File: config.mk
export PLATFORM = sky130hd
export DESIGN_NAME = dma_desc_mc
export DESIGN_NICKNAME = d
export VERILOG_FILES = /design/src/rtl/dma_desc_mc.sv
export SDC_FILE = /design/constraint.sdc
export NUM_CORES = 1
export LEC_CHECK = 0
export ABC_AREA = 1
export BUFFER_PORTS_ARGS = -buffer_cell sky130_fd_sc_hd__buf_2
export CORE_AREA = 2 2 263 265
export CTS_CLUSTER_DIAMETER = 150
export DETAILED_ROUTE_END_ITERATION = 7
export DIE_AREA = 0 0 265 267
export PLACE_DENSITY = 0.62
export SLEW_MARGIN = 20
export SYNTH_ARGS = -nofsm -noshare
export SYNTH_HDL_FRONTEND = slang
export SYNTH_SLANG_ARGS = --single-unit
File: constraint.sdc
create_clock -name i_clk -period 2.3 [get_ports i_clk]
set_clock_uncertainty 0.05 [all_clocks]
set_input_delay 0.115 -clock i_clk [delete_from_list [all_inputs] [get_ports i_clk]]
set_output_delay 0.115 -clock i_clk [all_outputs]
set_load 0.1 [all_outputs]
File: src/rtl/dma_desc_mc.sv
// rtl/dma_desc_mc.sv - multi-channel DMA descriptor block with round-robin issue
module dma_desc_mc #(
    parameter int NUM_CH = 4,
    parameter int ADDR_W = 32,
    parameter int DATA_W = 32,
    parameter int CH_W   = $clog2(NUM_CH)
) (
    input  logic              i_clk,
    input  logic              i_rst,
    input  logic [NUM_CH-1:0] i_dmaen,
    input  logic              i_desc_we,
    input  logic [CH_W-1:0]   i_desc_ch,
    input  logic [3:0]        i_desc_sel,
    input  logic [DATA_W-1:0] i_desc_wdata,
    output logic              o_issue_valid,
    input  logic              i_issue_ready,
    output logic [CH_W-1:0]   o_issue_ch,
    output logic [ADDR_W-1:0] o_issue_src,
    output logic [ADDR_W-1:0] o_issue_dst,
    output logic [DATA_W-1:0] o_issue_len,
    input  logic              i_done,
    input  logic [CH_W-1:0]   i_done_ch,
    output logic              o_next_valid,
    output logic [CH_W-1:0]   o_next_ch,
    output logic [ADDR_W-1:0] o_next_addr,
    output logic [NUM_CH-1:0] o_ch_busy,
    output logic [NUM_CH-1:0] o_irq,
    input  logic [NUM_CH-1:0] i_irq_clr
);

    typedef enum logic [1:0] {ST_IDLE, ST_PEND, ST_ACTIVE} ch_state_t;

    localparam logic [3:0] SEL_SRC    = 4'd0;
    localparam logic [3:0] SEL_DST    = 4'd1;
    localparam logic [3:0] SEL_LEN    = 4'd2;
    localparam logic [3:0] SEL_NEXT   = 4'd3;
    localparam logic [3:0] SEL_EOC    = 4'd4;
    localparam logic [3:0] SEL_COMMIT = 4'd5;

    ch_state_t         r_state     [NUM_CH];
    ch_state_t         w_state_nxt [NUM_CH];
    logic [ADDR_W-1:0] r_src       [NUM_CH];
    logic [ADDR_W-1:0] r_dst       [NUM_CH];
    logic [ADDR_W-1:0] r_next      [NUM_CH];
    logic [DATA_W-1:0] r_len       [NUM_CH];
    logic [NUM_CH-1:0] r_eoc;

    logic              r_issue_valid;
    logic [CH_W-1:0]   r_issue_ch;
    logic [ADDR_W-1:0] r_issue_src;
    logic [ADDR_W-1:0] r_issue_dst;
    logic [DATA_W-1:0] r_issue_len;
    logic [CH_W-1:0]   r_ptr;
    logic              r_next_valid;
    logic [CH_W-1:0]   r_next_ch;
    logic [ADDR_W-1:0] r_next_addr;
    logic [NUM_CH-1:0] r_ch_busy;
    logic [NUM_CH-1:0] r_irq;

    logic              w_hs;
    logic              w_commit;
    logic              w_commit_zero;
    logic              w_done_hit;
    logic [NUM_CH-1:0] w_irq_set;
    logic              w_next_fire;
    logic [CH_W-1:0]   w_next_ch;
    logic [ADDR_W-1:0] w_next_addr;
    logic [NUM_CH-1:0] w_eligible;
    logic              w_found;
    logic [CH_W-1:0]   w_pick;
    logic [CH_W-1:0]   w_idx;

    always_comb begin
        w_hs          = r_issue_valid && i_issue_ready;
        w_commit      = i_desc_we && (i_desc_sel == SEL_COMMIT) &&
                        (r_state[i_desc_ch] == ST_IDLE) && i_dmaen[i_desc_ch];
        w_commit_zero = w_commit && (r_len[i_desc_ch] == '0);
        w_done_hit    = i_done && (r_state[i_done_ch] == ST_ACTIVE);

        w_irq_set = '0;
        if (w_done_hit && r_eoc[i_done_ch])
            w_irq_set[i_done_ch] = 1'b1;
        if (w_commit_zero && r_eoc[i_desc_ch])
            w_irq_set[i_desc_ch] = 1'b1;

        // Engine completion takes the single chain slot over a zero-length commit.
        w_next_fire = 1'b0;
        w_next_ch   = r_next_ch;
        w_next_addr = r_next_addr;
        if (w_done_hit && !r_eoc[i_done_ch]) begin
            w_next_fire = 1'b1;
            w_next_ch   = i_done_ch;
            w_next_addr = r_next[i_done_ch];
        end else if (w_commit_zero && !r_eoc[i_desc_ch]) begin
            w_next_fire = 1'b1;
            w_next_ch   = i_desc_ch;
            w_next_addr = r_next[i_desc_ch];
        end

        for (int i = 0; i < NUM_CH; i++) begin
            w_state_nxt[i] = r_state[i];
            w_eligible[i]  = (r_state[i] == ST_PEND) && i_dmaen[i];
            case (r_state[i])
                ST_IDLE: begin
                    if (w_commit && !w_commit_zero && (i_desc_ch == CH_W'(i)))
                        w_state_nxt[i] = ST_PEND;
                end
                ST_PEND: begin
                    if (w_hs && (r_issue_ch == CH_W'(i)))
                        w_state_nxt[i] = ST_ACTIVE;
                    else if (!i_dmaen[i])
                        w_state_nxt[i] = ST_IDLE;
                end
                ST_ACTIVE: begin
                    if (w_done_hit && (i_done_ch == CH_W'(i)))
                        w_state_nxt[i] = ST_IDLE;
                end
                default: w_state_nxt[i] = ST_IDLE;
            endcase
        end

        w_found = 1'b0;
        w_pick  = r_ptr;
        w_idx   = '0;
        for (int k = 0; k < NUM_CH; k++) begin
            w_idx = r_ptr + CH_W'(k);
            if (!w_found && w_eligible[w_idx]) begin
                w_found = 1'b1;
                w_pick  = w_idx;
            end
        end
    end

    always_ff @(posedge i_clk or negedge i_rst) begin
        if (!i_rst) begin
            for (int i = 0; i < NUM_CH; i++) begin
                r_src[i]  <= '0;
                r_dst[i]  <= '0;
                r_next[i] <= '0;
                r_len[i]  <= '0;
            end
            r_eoc <= '0;
        end else if (i_desc_we && (r_state[i_desc_ch] == ST_IDLE)) begin
            case (i_desc_sel)
                SEL_SRC:  r_src[i_desc_ch]  <= i_desc_wdata[ADDR_W-1:0];
                SEL_DST:  r_dst[i_desc_ch]  <= i_desc_wdata[ADDR_W-1:0];
                SEL_LEN:  r_len[i_desc_ch]  <= i_desc_wdata;
                SEL_NEXT: r_next[i_desc_ch] <= i_desc_wdata[ADDR_W-1:0];
                SEL_EOC:  r_eoc[i_desc_ch]  <= i_desc_wdata[0];
                default: ;
            endcase
        end
    end

    always_ff @(posedge i_clk or negedge i_rst) begin
        if (!i_rst) begin
            for (int i = 0; i < NUM_CH; i++)
                r_state[i] <= ST_IDLE;
            r_ch_busy     <= '0;
            r_irq         <= '0;
            r_next_valid  <= 1'b0;
            r_next_ch     <= '0;
            r_next_addr   <= '0;
            r_issue_valid <= 1'b0;
            r_issue_ch    <= '0;
            r_issue_src   <= '0;
            r_issue_dst   <= '0;
            r_issue_len   <= '0;
            r_ptr         <= '0;
        end else begin
            for (int i = 0; i < NUM_CH; i++) begin
                r_state[i]   <= w_state_nxt[i];
                r_ch_busy[i] <= (w_state_nxt[i] != ST_IDLE);
            end
            r_irq        <= (r_irq & ~i_irq_clr) | w_irq_set;
            r_next_valid <= w_next_fire;
            r_next_ch    <= w_next_ch;
            r_next_addr  <= w_next_addr;

            // An open offer closes on handshake or cancel; a new grant only starts from idle,
            // which yields the single bubble between consecutive grants.
            if (r_issue_valid) begin
                if (w_hs) begin
                    r_issue_valid <= 1'b0;
                    r_ptr         <= r_issue_ch + 1'b1;
                end else if (!i_dmaen[r_issue_ch]) begin
                    r_issue_valid <= 1'b0;
                end
            end else if (w_found) begin
                r_issue_valid <= 1'b1;
                r_issue_ch    <= w_pick;
                r_issue_src   <= r_src[w_pick];
                r_issue_dst   <= r_dst[w_pick];
                r_issue_len   <= r_len[w_pick];
            end
        end
    end

    assign o_issue_valid = r_issue_valid;
    assign o_issue_ch    = r_issue_ch;
    assign o_issue_src   = r_issue_src;
    assign o_issue_dst   = r_issue_dst;
    assign o_issue_len   = r_issue_len;
    assign o_next_valid  = r_next_valid;
    assign o_next_ch     = r_next_ch;
    assign o_next_addr   = r_next_addr;
    assign o_ch_busy     = r_ch_busy;
    assign o_irq         = r_irq;

endmodule

==> results of run 1 <==
## cell usage after synthesis
library cell and number:
a221o_1 12, nor3_1 6, nor2_2 2, o21ai_2 1, buf_4 8, o2bb2ai_1 2
o21ai_1 4, a21o_1 1, buf_2 63, a21oi_2 1, o221ai_1 17, dfrtp_1 668
o22ai_1 51, ha_1 4, a22oi_1 17, nand2_1 1483, nand2_2 5, a22o_1 6
clkinv_1 1, inv_2 6, xor2_1 1, nand3_1 277, a211oi_1 1, xnor2_1 1
o211ai_1 6, o21a_1 21, inv_1 157, nand3_2 1, and3_1 1, nor2_1 107
a21oi_1 22, or2_2 1, buf_1 17, o21ai_0 565, nand4_1 16, clkbuf_1 179
nor2_4 1, a221oi_1 32
## power by group through the flow
| stage | registers, mW | logic [mW] | clock network (mW) |
|---|---|---|---|
| floorplan | 17.6 | 10.2 | 0 |
| global placement | 14.8 | 22.0 | 0 |
| detailed placement | 14.8 | 22.1 | 0 |
| CTS | 14.6 | 25.0 | 11.5 |
| global route | 14.9 | 27.7 | 12.0 |
| finish | 14.7 | 25.9 | 11.3 |
## area by class of cell
class	count	area, µm²	area share, %
diodes	1	2.50	0.00673
clock buffers	109	2150	5.77
clock inverters	14	110	0.296
inverters	164	622	1.67
multi-input cells	2665	12400	33.3
flip-flops and latches	668	16700	44.9
well taps	882	1100	2.97
repair buffers	445	4110	11.0
## critical path, delay by kind of cell, from the launching register on
| family | cells | cell delay (ns) |
|---|---|---|
| buf+inv | 5 | 0.72 |
| simple gates | 12 | 0.98 |
| flops | 1 | 0.53 |
## how the worst min path moves through the flow
stage / start / to / slack [ns] / cells after the start
detailed placement: i_rst / o_irq[0]$_DFF_PN0_ / 0.03 / 1
floorplan: i_rst / o_ch_busy[0]$_DFF_PN0_ / -0.23 / 0
CTS: i_desc_wdata[13] / r_src[77]$_DFFE_PN0P_ / 0.01 / 4
global route: i_desc_wdata[19] / r_len[19]$_DFFE_PN0P_ / 0.03 / 4
global placement: i_rst / o_irq[0]$_DFF_PN0_ / 0.03 / 1
finish: i_desc_wdata[19] / r_src[51]$_DFFE_PN0P_ / 0.03 / 4
## flip-flops by register name, indices dropped and copies added, names as in the netlist
name	flops
r_dst	128
r_len	128
r_next	128
r_src	128
o_issue_dst	32
o_issue_len	32
o_issue_src	32
o_next_addr	32
r_state	8
o_ch_busy	4
o_irq	4
r_eoc	4
o_issue_ch	2
o_next_ch	2
r_ptr	2
o_issue_valid	1
o_next_valid	1
## timing repair
item	in CTS	in global routing
gates cloned	6	6
setup endpoints to repair	97	136
setup buffers	14	8
pin swaps	17	20
endpoints found under the hold margin	675	0
hold buffers	27	0
gates resized for setup	49	75
## cells by family (layout without fill, tap and decap cells)
logic type                 after synthesis  count (layout)  synth area share, %
DFF                                    668             668                 55.1
AOI/OAI and AO/OA                      759             759                 14.0
xor gates and xnor gates                 2               2               0.0578
other                                    0               1                    0
and+or+nand+nor                       1900            1900                 24.9
buffers and inverters                  431             732                 5.69
adders and majority gates                4               4                0.165
## routing by layer
layer / wire length, µm / track usage, % / up-vias
met5: 25 / 0 / -
li1: - / - / 12800
met3: 6330 / 3.75 / 130
met4: 2220 / 8.63 / 4
met2: 44600 / 43.1 / 930
met1: 44500 / 39.6 / 13300
## stage by stage
stage               instances  worst slack [ns]
floorplan                3764             0.280
global placement         4763           -0.0638
detailed placement       4763           -0.0914
CTS                      4933           -0.0175
global route             4947            -0.255
finish                   4948            -0.125
## cells in the final DEF (no fill, tap or decap), drive strengths merged, types with 21 or more instances in the layout
| cell type | count |
|---|---|
| o21a | 21 |
| inv | 163 |
| nand3 | 278 |
| buf | 412 |
| dlygate4sd3 | 27 |
| o21ai | 570 |
| o22ai | 51 |
| dfrtp | 668 |
| a221oi | 32 |
| a21oi | 23 |
| clkbuf | 113 |
| nor2 | 110 |
| nand2 | 1488 |
==> summary.md, run 1 <==
| Metric | Value |
|---|---|
| Yosys warnings | 0 |
| Largest net degree at the start of global routing | 89 |
| Final Cell Area | ~0.037 mm² |
| Chip width | 265 µm |
| Placed inst area | 0.0336 mm² |
| Clock Power Share | ~22% |
| GRT overflow | 0 |
| DP HPWL | a little over 60 mm |
| Power Density | about 1400 mW/mm² |
| Synth area leader | dfrtp_1 |
| RR Endpoint | o_issue_dst[1]$_DFFE_PN0P_ |
| Initial core utilization | between 40 and 50% |
| Rows | 96 |
| Synth unique cells | 38 |
| Worst hold path class | primary input to register |
| Cell breakdown of the critical path | inv_4, buf_6, nand3_2, nand3_2, nand2_2, nand3_1, nand2_1, nand2_1, nand2_2, nand2_1, nand2_2, buf_12, nor2_4, buf_12, clkbuf_16, nand2_2, nand3_1 |
| Fraction of the yosys area taken by sequential cells | between 50% and 60% |
| WP data arrival | 2.87 ns |
| Mapped cell area | a little over 0.03 mm² |
| Core Area | 0.0680 mm² |
| Synth top area cells | dfrtp_1 (55%), nand2_1 (18%), o21ai_0 (9.3%), nand3_1 (4.6%), clkbuf_1 (2.2%) |
| DRT iter0 DRCs | 2571 |
| Crit path to | o_issue_dst[1]$_DFFE_PN0P_ |
| IO Count | a little under 200 |
| Mapped Nets | 3821 |
| Final hold vios | 0 |
| H-tree depth | 3 |
| Setup violations, final | 93 |
| Clk_lat worst skew | 0.62 ns |
| ANT nets after route | 0 |
| Area Overhead vs Synth | 22.7% |
| Slew Limit Fails | 0 |
| Cells after Synth | 3764 |
| Clock buffer depth | 3 |
| Number of global-route vias before repair | 26100 |
| Drt total wl | between 90 and 100 mm |
| Comb power frac | 49.9% |
| Die Y | 267 µm |
| Max incr delay on CP | 0.53 ns |
| Routability cong. | 0.877 |
| Fill cell count | 6356 |
| Slowest-stage cell, CP | dfrtp_2 |
| Fmax | 412 MHz |
| Post-synth top area share | 55.1% |
| Worst Setup SP | r_ptr[0]$_DFFE_PN0P_ |
| Setup TNS | -5.51 ns |
| Nets@finish | 4073 |
| DR vias/cell | 5.50 |
| Overall Global Routing Usage | roughly 27% |
| First-pass GRT wire length | ~150 mm |
| Worst VDD drop | 1.10 mV |
| Final period utilization | 105% |
| RSZ-0062 raised after global routing | true |
| Worst Reg2Reg Path Length in Cells | 17 |
| CTS Root Cell | clkbuf_16 |
| PortBufs | 194 |
| Util after Layout | 54.7% |
| Drt first pass iters | 6 |
| Setup slack, reg-to-reg | -0.12 ns |
| Leakage power | ~19 nW |
| DR WL/cell | 19.7 µm |
| Net Sw Frac | 42.9% |
| Vias | 27200 |
| Min Clock Period, post-route | 2.42 ns |
| Sequential Power Share | 28.3% |
| Initial antenna violation count | 3 |
| Final setup margin | -0.125 ns |
| Outcome | finished, violations left |
| Reg clk slew, reported paths | 0.06 ns |
| DR DRC count | 0 |
| Pwr Total | about 52 mW |
| CTS buffer count | 72 |
| Worst r2r src | r_ptr[0]$_DFFE_PN0P_ |
| Fraction of layout cells with a size suffix above 1 | between 10% and 20% |
| Max-cap violations | 0 |
| Worst-margin pin slew | 0.868 ns |
| CTS sink count | 668 |
| Int Pwr | ~30 mW |
| Slew Limit Headroom | 42.1% |
| Worst endpoint required time | around 2.7 ns |
| Die area | 0.0708 mm² |
| Most used cell, CP | nand2_2 |
| Yosys reg bits | 668 |
| Syn_area_per_cell | roughly 8.1 µm² |
| Worst setup EP type | register |
| Crit start category | register |
| Failing checks | setup timing |
| CTS tree | done |
| Hold slack final | 0.0303 ns |
| Critical path class | register to register |
| Critical path fanouts, max | 12 |
| Net Switching | 22.3 mW |
(Power assumes the default switching activity.)
==> run 2: changes to the inputs <==
--- a/config.mk
+++ b/config.mk
@@ -5,12 +5,12 @@
 export SDC_FILE = /design/constraint.sdc
 export NUM_CORES = 1
 export LEC_CHECK = 0
-export ABC_AREA = 1
+export ABC_AREA = 0
 export BUFFER_PORTS_ARGS = -buffer_cell sky130_fd_sc_hd__buf_2
-export CORE_AREA = 2 2 263 265
+export CORE_AREA = 2 2 262 264
 export CTS_CLUSTER_DIAMETER = 150
 export DETAILED_ROUTE_END_ITERATION = 7
-export DIE_AREA = 0 0 265 267
+export DIE_AREA = 0 0 264 266
 export PLACE_DENSITY = 0.62
 export SLEW_MARGIN = 20
 export SYNTH_ARGS = -nofsm -noshare
==> run 2 against run 1 <==
Compared with the run above: the run ends with hold timing, setup timing left; sequential share of layout area decreased by 2.4 points; sequential power decreased by 5%; clock-buffer cell count increased by 2; total power decreased by 33%; register-to-register slack about the same; routed wire length decreased by 8.0%; fmax increased by 0.22%; combinational power decreased by 67%; global-route usage decreased by 3.4 points.
==> summary.md, run 2 <==
| Metric | Value |
|---|---|
| Final hold vios | 4 (+4) |
| Worst endpoint required time | 2.80 ns (+0.06 ns) |
| Overall Global Routing Usage | 24.1% (-3.4 points) |
| Crit start category | register |
| Fraction of layout cells with a size suffix above 1 | 52.6% (+37 points) |
| Worst hold path class | primary input to asynchronous set/reset pin |
| DR DRC count | 0 (unchanged) |
| Synth unique cells | 51 (+34%) |
| PortBufs | 194 (unchanged) |
| Outcome | finished, violations left |
| Largest net degree at the start of global routing | 68 (-24%) |
| Util after Layout | 58.0% (+3.2 points) |
| Leakage power | 18.2 nW (-2.7%) |
| Chip width | 264 µm (-0.38%) |
| Critical path class | register to register |
| IO Count | 195 (unchanged) |
| DR WL/cell | 25.7 µm (+30%) |
| Clk_lat worst skew | 0.62 ns (about the same) |
| Fmax | 413 MHz (+0.22%) |
| Failing checks | hold timing, setup timing |
| Final setup margin | -0.120 ns (+0.00527 ns) |
| Fin cells | 3492 (-29%) |
| Slew Limit Fails | 0 (unchanged) |
| ANT nets after route | 0 (unchanged) |
| DR vias/cell | 5.92 (+7.7%) |
| WP data arrival | 2.91 ns (+0.04 ns) |
| GRT overflow | 0 (unchanged) |
| Synth area leader | dfrtp_1 |
| CTS buffer count | 74 (+2.8%) |
| Cells after Synth | 2144 (-43%) |
| Yosys warnings | 0 (unchanged) |
| Die area | 0.0702 mm² (-0.75%) |
| Core Area | 0.0677 mm² (-0.35%) |
| Initial core utilization | 44.4% (-0.24 points) |
| Post-synth top area share | 55.6% (+0.49 points) |
| H-tree depth | 3 (unchanged) |
| Synth top cells by count | dfrtp_1 (668), mux2_2 (502), mux2i_1 (193) |
| Nets@finish | 2606 (-36%) |
| First-pass GRT wire length | 130 mm (-14%) |
| Critical path fanouts, max | 10 (-2) |
| Drt first pass iters | 5 (-1) |
| Rows | 96 (unchanged) |
| Min Clock Period, post-route | 2.42 ns (-0.00527 ns) |
| Drt total wl | 89.8 mm (-8.0%) |
| CTS sink count | 668 (unchanged) |
| Asr flop ratio synth | 100% (unchanged) |
| Worst-margin pin slew | 0.593 ns (-0.275 ns) |
| Area Overhead vs Synth | 30.7% |
| DRT iter0 DRCs | 1484 (-42%) |
| DP HPWL | 54.7 mm (-10%) |
| CTS tree | done |
| Mapped cell area | 0.0301 mm² (-0.89%) |
| Fraction of the yosys area taken by sequential cells | 55.6% (+0.49 points) |
| Worst VDD drop | 0.657 mV (-40%) |
| Power Density | 884 mW/mm² (-37%) |
| Number of global-route vias before repair | 21400 (-18%) |
| Most frequent cell after synthesis | dfrtp_1 |
| Setup slack, reg-to-reg | -0.12 ns (about the same) |
| Setup slack at placement | -0.378 ns (-0.286 ns) |
| EDFF count, synth | 0 (unchanged) |
| Clock buffer depth | 3 (unchanged) |
| CTS Root Cell | clkbuf_16 |
| Setup violations, final | 96 (+3.2%) |
| Slew Limit Headroom | 60.4% (+18 points) |
| Vias | 20700 (-24%) |
| RSZ-0062 raised after global routing | true |
| Commonest non-fill, non-tap cell in the layout | dfrtp_1 |
| Hold slack final | -0.00671 ns (-0.0370 ns) |
| Post-synth top flop | dfrtp_1 |
| Mapped Nets | 2201 (-42%) |
| Final period utilization | 105% (-0.23 points) |
| Syn_area_per_cell | 14.0 µm² (+74%) |
| Max-cap violations | 0 (unchanged) |
| Worst setup EP type | register |
| Initial antenna violation count | 2 (-1) |
| Placed cells | 3277 (-31%) |
| Leading cell types in the layout, fill and taps excluded | dfrtp_1 (665), mux2_2 (375), buf_2 (193) |
| Routability cong. | 0.836 (-4.7%) |
| Die Y | 266 µm (-0.37%) |
| Reg clk slew, reported paths | 0.06 ns (about the same) |
| Synth top area cells | dfrtp_1 (56%), mux2_2 (19%), mux2i_1 (6.4%), mux4_2 (5.0%), o221ai_1 (2.9%) |
| Yosys reg bits | 668 (unchanged) |
run 2: cell types whose count changed after synthesis, sizes merged, moves of 147 or more:
| cell | before | now |
|---|---|---|
| nand2 | 1488 | 118 |
| o21ai | 570 | 46 |
| mux2 | 0 | 519 |
| nand3 | 278 | 10 |
| mux2i | 0 | 193 |
| inv | 163 | 16 |
run 2: final timing paths:
check | from | to | depth (start not counted)
hold / removal | i_rst | o_next_addr[24]$_DFFE_PN0P_ | 2
setup reg to reg | r_len[76]$_DFFE_PN0P_ | o_next_ch[0]$_DFFE_PN0P_ | 10
setup / recovery | r_len[76]$_DFFE_PN0P_ | o_next_ch[0]$_DFFE_PN0P_ | 10
min in group i_clk | i_desc_ch[0] | o_irq[2]$_DFF_PN0_ | 3
max in group asynchronous | i_rst | r_dst[47]$_DFFE_PN0P_ | 4
hold reg to reg | o_issue_src[4]$_DFFE_PN0P_ | o_issue_src[4]$_DFFE_PN0P_ | 2
run 2: critical path, stage by stage (launching register included):
cell     delay [ns]
dfrtp_1        0.41
nor4_4         0.34
buf_4          0.17
nand4_1        0.14
nor4_2         0.30
buf_4          0.17
o41ai_4        0.09
buf_12         0.16
buf_12         0.15
or2_0          0.20
a31oi_1        0.16
run 2: report_power, final:
group | switching [mW] | internal (mW) | leakage, nW | total (mW)
logic | 4.74 | 3.80 | 7.94 | 8.53
clock network | 4.95 | 7.20 | 1.24 | 12.2
registers | 0.986 | 13.1 | 9.00 | 14.0
total | 10.7 | 24.1 | 18.2 | 34.7
run 2: per-layer routing:
| metal | up-vias | part of all wire, % | track usage [%] |
|---|---|---|---|
| met5 | - | 0.0078 | 0 |
| met4 | 2 | 2.1 | 6.02 |
| met3 | 127 | 6.1 | 3.64 |
| met2 | 634 | 48 | 39.4 |
| met1 | 11100 | 44 | 33.8 |
| li1 | 8847 | - | - |
run 2: logic make-up (layout without fill, tap and decap cells):
kind of cell             after synthesis  in the layout  synth area share (%)
buffers and inverters                196            660                  3.40
other                                  0              2                     0
multiplexers                         779            779                  30.9
AND/OR/NAND/NOR                      291            291                  4.82
flip-flops                           668            668                  55.6
AO/OA/AOI/OAI                        206            206                  5.12
adder cells (fa/ha/maj)                4              4                 0.166
run 2: final cells by class:
class / count / area, µm²
antenna: 2 / 5.00
clock buffer: 111 / 2280
clock inverter: 24 / 224
fill: 5301 / 28500
inverter: 16 / 60.1
multi-input combinational: 1280 / 14100
sequential: 668 / 16700
tap: 882 / 1100
timing repair buffer: 509 / 4810
run 2: stage by stage:
stage	total power, mW	cell area (µm²)	setup TNS, ns
after floorplan	18.6	30100	0
after global placement	20.9	33700	-17.82
after CTS	33.6	36800	-0.136
final	34.7	39300	-3.87
after detailed placement	21.1	33700	-30.76
after global routing	36.0	39300	-17.50
run 2: what timing repair did:
action                     CTS  global route
gates cloned                 2            29
hold buffers                27             0
resized for setup           60           353
pin swaps                   13            51
setup endpoints to repair  612           400
hold endpoints to repair   475             0
setup buffers                4            17
